$ cat src/rtl/imem_loader_pkg.sv
// Shared types for the instruction-memory loader: FSM state encoding and stream byte width.
package imem_loader_pkg;

  localparam int unsigned ByteW = 8;

  typedef enum logic [2:0] {
    StIdle,
    StLen,
    StData,
    StCsum,
    StDone
  } state_e;

endpackage

$ cat src/rtl/imem_loader.sv
// Byte-serial loader for the instruction memory; holds the CPU in reset until a clean load.
// Define IMEM_LOADER_CHECKSUM_EN to require and verify a trailing checksum byte.
module imem_loader
  import imem_loader_pkg::*;
#(
  parameter int unsigned ADDR_W = 8
) (
  input  logic              clk,
  input  logic              reset,
  input  logic              start,
  input  logic              in_valid,
  input  logic [ByteW-1:0]  in_data,
  output logic              in_ready,
  output logic              wr_en,
  output logic [ADDR_W-1:0] wr_addr,
  output logic [ByteW-1:0]  wr_data,
  output logic              cpu_hold,
  output logic              done,
  output logic              error
);

  state_e             state_q, state_d;
  logic [ByteW-1:0]   len_q, len_d;
  logic [ByteW-1:0]   cnt_q, cnt_d;
  logic               wr_en_q, wr_en_d;
  logic [ADDR_W-1:0]  wr_addr_q, wr_addr_d;
  logic [ByteW-1:0]   wr_data_q, wr_data_d;
  logic               accept;
`ifdef IMEM_LOADER_CHECKSUM_EN
  logic [ByteW-1:0]   sum_q, sum_d;
  logic               err_q, err_d;
`endif

  // in_ready is decoded purely from registered state, so it never depends on in_valid.
  assign in_ready = (state_q == StLen) || (state_q == StData) || (state_q == StCsum);
  assign accept   = in_valid & in_ready;

  always_comb begin
    state_d   = state_q;
    len_d     = len_q;
    cnt_d     = cnt_q;
    wr_en_d   = 1'b0;
    wr_addr_d = wr_addr_q;
    wr_data_d = wr_data_q;
`ifdef IMEM_LOADER_CHECKSUM_EN
    sum_d     = sum_q;
    err_d     = err_q;
`endif
    case (state_q)
      StIdle, StDone: begin
        if (start) begin
          state_d = StLen;
          cnt_d   = '0;
`ifdef IMEM_LOADER_CHECKSUM_EN
          sum_d   = '0;
          err_d   = 1'b0;
`endif
        end
      end
      StLen: begin
        if (accept) begin
          len_d   = in_data;
          state_d = StData;
`ifdef IMEM_LOADER_CHECKSUM_EN
          sum_d   = sum_q + in_data;
`endif
        end
      end
      StData: begin
        if (accept) begin
          wr_en_d   = 1'b1;
          wr_addr_d = ADDR_W'(cnt_q);
          wr_data_d = in_data;
          cnt_d     = cnt_q + 8'd1;
`ifdef IMEM_LOADER_CHECKSUM_EN
          sum_d     = sum_q + in_data;
          if (cnt_q == len_q) state_d = StCsum;
`else
          if (cnt_q == len_q) state_d = StDone;
`endif
        end
      end
`ifdef IMEM_LOADER_CHECKSUM_EN
      StCsum: begin
        if (accept) begin
          err_d   = (sum_q + in_data) != 8'd0;
          state_d = StDone;
        end
      end
`endif
      default: state_d = StIdle;
    endcase
  end

  always_ff @(posedge clk) begin
    if (reset) begin
      state_q   <= StIdle;
      len_q     <= '0;
      cnt_q     <= '0;
      wr_en_q   <= 1'b0;
      wr_addr_q <= '0;
      wr_data_q <= '0;
    end else begin
      state_q   <= state_d;
      len_q     <= len_d;
      cnt_q     <= cnt_d;
      wr_en_q   <= wr_en_d;
      wr_addr_q <= wr_addr_d;
      wr_data_q <= wr_data_d;
    end
  end

`ifdef IMEM_LOADER_CHECKSUM_EN
  always_ff @(posedge clk) begin
    if (reset) begin
      sum_q <= '0;
      err_q <= 1'b0;
    end else begin
      sum_q <= sum_d;
      err_q <= err_d;
    end
  end

  assign error = err_q;
`else
  assign error = 1'b0;
`endif

  assign wr_en    = wr_en_q;
  assign wr_addr  = wr_addr_q;
  assign wr_data  = wr_data_q;
  assign done     = (state_q == StDone);
  // Release the CPU only from DONE with a clean load.
  assign cpu_hold = !(done && !error);

endmodule

$ cat config.mk
export PLATFORM = sky130hd
export DESIGN_NAME = imem_loader
export DESIGN_NICKNAME = d
export VERILOG_FILES = /design/src/rtl/imem_loader_pkg.sv /design/src/rtl/imem_loader.sv
export SDC_FILE = /design/constraint.sdc
export NUM_CORES = 1
export LEC_CHECK = 0
export BUFFER_PORTS_ARGS = -buffer_cell sky130_fd_sc_hd__clkbuf_2
export CAP_MARGIN = 10
export CORE_UTILIZATION = 34
export DETAILED_ROUTE_END_ITERATION = 10
export SLEW_MARGIN = 20
export SYNTH_ARGS = -nofsm -noshare
export SYNTH_HDL_FRONTEND = slang
export SYNTH_SLANG_ARGS = --single-unit
$ cat constraint.sdc
create_clock -name clk -period 1.75 [get_ports clk]
set_input_delay 0.175 -clock clk [delete_from_list [all_inputs] [get_ports clk]]
set_output_delay 0.175 -clock clk [all_outputs]
set_load 0.005 [all_outputs]
==> results of run 1 <==
[stage by stage]
step	hold WS (ns)	cells	instance area, um^2	power [mW]
after global placement	0.417	273	1790	1.01
final	0.113	281	1880	1.61
after floorplan	0.311	193	1570	0.966
after detailed placement	0.419	273	1790	1.02
after CTS	0.106	281	1880	1.62
after global routing	0.114	281	1880	1.68
[area by class of cell]
cell class / instances / area, um^2
Timing Repair Buffer: 40 / 223
Tap cell: 52 / 65.1
Multi-Input combinational cell: 143 / 777
Sequential cell: 36 / 722
Fill cell: 454 / 2500
Clock buffer: 8 / 90.1
Inverter: 2 / 7.51
[timing repair]
item | in CTS | in global routing
resized for setup | 0 | 1
setup endpoints to repair | 0 | 1
hold buffers | 0 | 0
hold endpoints to repair | 0 | 0
[power by group]
group,internal [mW],switching [mW]
Combinational,0.0609,0.0835
Sequential,0.836,0.0169
Clock,0.321,0.290
[kinds of logic after synthesis]
logic type,count (synthesis),share of synthesized area
AOI/OAI and AO/OA,42,0.150
xor gates and xnor gates,11,0.0614
adders and majority gates,1,0.00797
buffers and inverters,14,0.0454
DFF,36,0.459
muxes,2,0.0136
other,1,0.00239
and+or+nand+nor,86,0.260
[cells in the final DEF (no fill, tap or decap), types with 2 or more instances in the layout]
cell type and instances:
inv_1 2, or4_1 2, clkbuf_2 31, a211oi_1 3, nor2_1 12, a21oi_1 29, nand4_1 2, o21ai_0 3
nor3_1 2, clkbuf_8 6, xnor2_1 11, dfxtp_1 35, buf_4 9, clkbuf_1 2, nand3_1 4, nand2_1 52
a21o_1 3
[worst max-delay path by stage]
stage	from	slack [ns]	end
finish	state_q[2]	0.21	cnt_q[7]
global route	state_q[2]	0.08	cnt_q[7]
CTS	state_q[1]	0.14	cnt_q[7]
detailed placement	state_q[1]	0.17	cnt_q[7]
global placement	state_q[1]	0.18	cnt_q[5]
floorplan	state_q[2]	0.28	cnt_q[5]
[registers in the layout, indices dropped and copies added (netlist names)]
register	count
wr_en	1
wr_addr	8
cnt_q	8
state_q	3
len_q	8
wr_data	8
[worst max-delay path, stage by stage (launching register included)]
cell and delay (ns):
dfxtp_1 0.38, nand3b_4 0.19, a21o_1 0.23, or4_1 0.52, a21oi_1 0.14
[metal layers]
layer  vias up  track usage  share of wire
li1        719            -              -
met1       604        0.207           0.52
met2        42        0.230           0.43
met3         5       0.0534          0.047
met4         0       0.0600         0.0085
met5         -            0              0
==> impl_results.md, run 1 <==
- Die Width: 69.9 um
- Die height: 69.9 um
- Avg Cell Area, Syn: 8.13 um^2
- CTS HTree Levels: 2
- Worst Setup End Kind: flip-flop
- Power Density: 853 nW/um^2
- Pre-CTS worst setup slack: 0.170 ns
- Fin. Hold Viols: 0
- Setup TNS: 0 ns
- CTS Sinks: 36
- Share of cells above drive strength 1: 0.236
- Top_reg_cell synth: dfxtp_1
- Worst r2r dst: cnt_q[7]
- CTS buffer count: 5
- Post-layout util: 0.430
- FP Rows: 24
- Routed Wire Length: 3430 um
- First-pass GRT wire length: 5950 um
- Hpwl dp: 2500 um
- DR WL/cell: 12.2 um
- Largest net degree at the start of global routing: 19
- Synth top area share: 0.459
- Post-CTS Setup Inserts: 0
- Root Buffer: clkbuf_8
- Highest clock rate: 649 MHz
- CP Launch Type: flip-flop
- Seq/Total Area, Yosys: 0.459
- Net count after synthesis: 206
- Ports: 33
- TritonCTS clock tree: built
- Synth Warn #: 0
- Initial antenna violation count: 0
- Crit Path Category: reg2reg
- CP max FO: 8
- Area leader, netlist: dfxtp_1
- Final min period: 1.54 ns
- Worst-case clock buffer depth: 2
- # setup viols final: 0
- Post-route ant nets: 0
- Die area: 4890 um^2
- Via/cell ratio: 4.88
- Ant. Diodes: 0
- Clock skew: 0.00385 ns
- Grt ovf: 0
- Min-delay src: in_data[7]
- Worst R2R Path Depth: 4
- I/O Buffers: 31
- Post-synth EDFFs: 0
- Via count: 1370
- Synth Register Bits: 36
- Initial DRC count: 67
- Fraction of registers with async set/reset: 0
- Clock transition at path regs: 0.07 ns
- Most instantiated cells after synthesis: nand2_1, dfxtp_1, a21oi_1
- Hold EP: wr_data[7]
- RePlAce Congestion: 0.865
- Vias in the first global route: 1276
- RSZ-0062 raised after global routing: false
- FF-to-FF Start: state_q[2]
- Reg-to-reg slack, setup: 0.21 ns
- Detailed-route DRC error count: 0
- Post-Syn Area: 1570 um^2
- VDD IR max: 445 uV
- Status: completed
- Initial DRT Pass Iterations: 5
- Fin worst setup slack: 0.210 ns
- All-Layer GR Usage: 0.155
- Core region area: 4380 um^2
- Nets: 241
- Syn Inst Count: 193
- Area grow syn2layout: 20.1%
- Critical Path RT: 1.97 ns
- Largest cells by area after synthesis: dfxtp_1, nand2_1, a21oi_1
- Cell with the most instances after synthesis: nand2_1
- Cells on Worst Hold Path: 3
- Hold crit path type: in2reg
- Static Leak: 0.737 nW
- Max-slew violation count: 0
- Initial Utilization: 0.358
- Library cells used by synthesis: 37
- Max-cap violation count: 0
- Worst-skew pair later-pin latency: 0.29 ns
- Data arrival, critical path: 1.76 ns
- Period utilization: 0.880
(Power assumes the default switching activity.)
==> run 2, diff against run 1 <==
- BUFFER_PORTS_ARGS: -buffer_cell sky130_fd_sc_hd__clkbuf_2 -> -buffer_cell sky130_fd_sc_hd__buf_2
- CORE_MARGIN: unset -> 3
- MAX_ROUTING_LAYER: unset -> met4
==> impl_results.md, run 2 (same netlist as run 1, synthesis figures left out) <==
- Die Width: 73.9 um (+5.7%)
- Hpwl dp: 2490 um (-0.48%)
- Max layer used: met4
- Static Leak: 0.745 nW (+1.2%)
- Largest net degree at the start of global routing: 18 (-1)
- All-Layer GR Usage: 0.139 (-0.0165)
- # setup viols final: 0 (unchanged)
- Worst r2r dst: cnt_q[5]
- VDD IR max: 371 uV (-17%)
- Routed Wire Length: 3420 um (-0.38%)
- Worst Setup End Kind: flip-flop
- Worst R2R Path Depth: 4 (unchanged)
- Fin. Hold Viols: 0 (unchanged)
- Critical Path RT: 1.97 ns (about the same)
- Post-route cell area: 1870 um^2 (-0.73%)
- Setup TNS: 0 ns (unchanged)
- Via count: 1313 (-4.2%)
- CP max FO: 10 (+2)
- Final min period: 1.61 ns (+0.0739 ns)
- Vias in the first global route: 1194 (-6.4%)
- Nets: 241 (unchanged)
- Ant. Diodes: 0 (unchanged)
- Ports: 33 (unchanged)
- Clock skew: 0.00264 ns (-0.00121 ns)
- DP Area: 1790 um^2 (unchanged)
- RePlAce Congestion: 0.784 (-9.4%)
- Cells on Worst Hold Path: 3 (unchanged)
- Grt ovf: 0 (unchanged)
- DR WL/cell: 12.2 um (about the same)
- Highest clock rate: 620 MHz (-4.6%)
- Crit Path Category: reg2reg
- FF-to-FF Start: state_q[1]
- Detailed-route DRC error count: 0 (unchanged)
- CTS buffer count: 5 (unchanged)
- CTS HTree Levels: 2 (unchanged)
- Post-CTS Resized: 0 (unchanged)
- Min Hold Slack: 0.131 ns (+0.0180 ns)
- WL met2: 1380 um (-6.5%)
- Max-slew violation count: 0 (unchanged)
- RSZ-0062 raised after global routing: false
- Worst-case clock buffer depth: 2 (unchanged)
- Clock transition at path regs: 0.07 ns (about the same)
- Hold crit path type: in2reg
- Hold-fix buffers, CTS: 0 (unchanged)
- Core region area: 4410 um^2 (+0.68%)
- Share of cells above drive strength 1: 0.232 (-0.00335)
- Die height: 73.9 um (+5.7%)
- TritonCTS clock tree: built
- Fillers: 461 (+1.5%)
- Period utilization: 0.922 (+0.0422)
- Initial Utilization: 0.355 (-0.00243)
- I/O Buffers: 31 (unchanged)
- Initial DRC count: 53 (-21%)
- Highest-count cells in the layout ignoring fill and taps: nand2_1, dfxtp_1, buf_2
- WL met3: 186 um (+16%)
- Initial antenna violation count: 0 (unchanged)
- Status: completed
- Wl on met1: 1820 um (+2.9%)
- Max-cap violation count: 0 (unchanged)
- FP Rows: 24 (unchanged)
- Post-CTS Setup Inserts: 0 (unchanged)
- Reg-to-reg slack, setup: 0.14 ns (-0.07 ns)
- Hold EP: wr_data[1]
- Data arrival, critical path: 1.83 ns (+0.07 ns)
- Area grow syn2layout: 19.2%
- Post-route ant nets: 0 (unchanged)
- CP Launch Type: flip-flop
- Power Density: 823 nW/um^2 (-3.6%)
- Initial DRT Pass Iterations: 4 (-1)
- First-pass GRT wire length: 5570 um (-6.5%)
- Die area: 5470 um^2 (+12%)
- Min-delay src: in_data[1]
- CTS Sinks: 36 (unchanged)
- Via/cell ratio: 4.69 (-3.8%)
- Most common cell after layout, fill and taps aside: nand2_1
- Root Buffer: clkbuf_8
- Worst-skew pair later-pin latency: 0.28 ns (about the same)
## run 2: changes by cell type in the layout (fill, tap and decap cells not counted), sizes merged
cell	delta
clkinv	+1
buf	+31
clkbuf	-33
## run 2: metrics by stage
step	util	power, mW	setup slack, ns	cells
floorplan	-	0.966	0.282	193
global placement	0.406	1.01	0.166	273
detailed placement	0.406	1.01	0.153	273
CTS	0.424	1.56	0.139	280
global route	0.424	1.62	0.0637	280
finish	0.424	1.54	0.136	280
## run 2: worst max path at each step
stage	start	endpoint	slack, ns
finish	state_q[1]	cnt_q[5]	0.14
global route	state_q[1]	cnt_q[5]	0.06
CTS	state_q[1]	cnt_q[7]	0.14
detailed placement	state_q[1]	cnt_q[7]	0.15
global placement	state_q[1]	cnt_q[5]	0.17
floorplan	state_q[2]	cnt_q[5]	0.28
## run 2: report_power, final
| group | leakage, nW | switching (mW) | total, mW | internal [mW] |
|---|---|---|---|---|
| logic | 0.414 | 0.0806 | 0.140 | 0.0592 |
| clock network | 0.0410 | 0.275 | 0.545 | 0.270 |
| registers | 0.291 | 0.0181 | 0.854 | 0.836 |
| total | 0.745 | 0.374 | 1.54 | 1.17 |
## run 2: layout make-up
cell class,count,area (um^2),area share
clock buffers,6,72.6,0.0388
clock inverters,1,5.00,0.00268
inverters,2,7.51,0.00401
multi-input cells,143,777,0.415
flip-flops and latches,36,721,0.385
well taps,52,65.1,0.0348
repair buffers,40,223,0.119
## run 2: critical path, stage by stage, from the launching register on
cell,delay (ns)
dfxtp_1,0.53
nand3b_4,0.12
a21o_1,0.24
or4_1,0.51
a21oi_1,0.14
## run 2: routing by layer
metal / GRT usage / vias up
li1: - / 709
met1: 0.189 / 570
met2: 0.191 / 29
met3: 0.0541 / 5
met4: 0.0362 / 0
met5: - / -
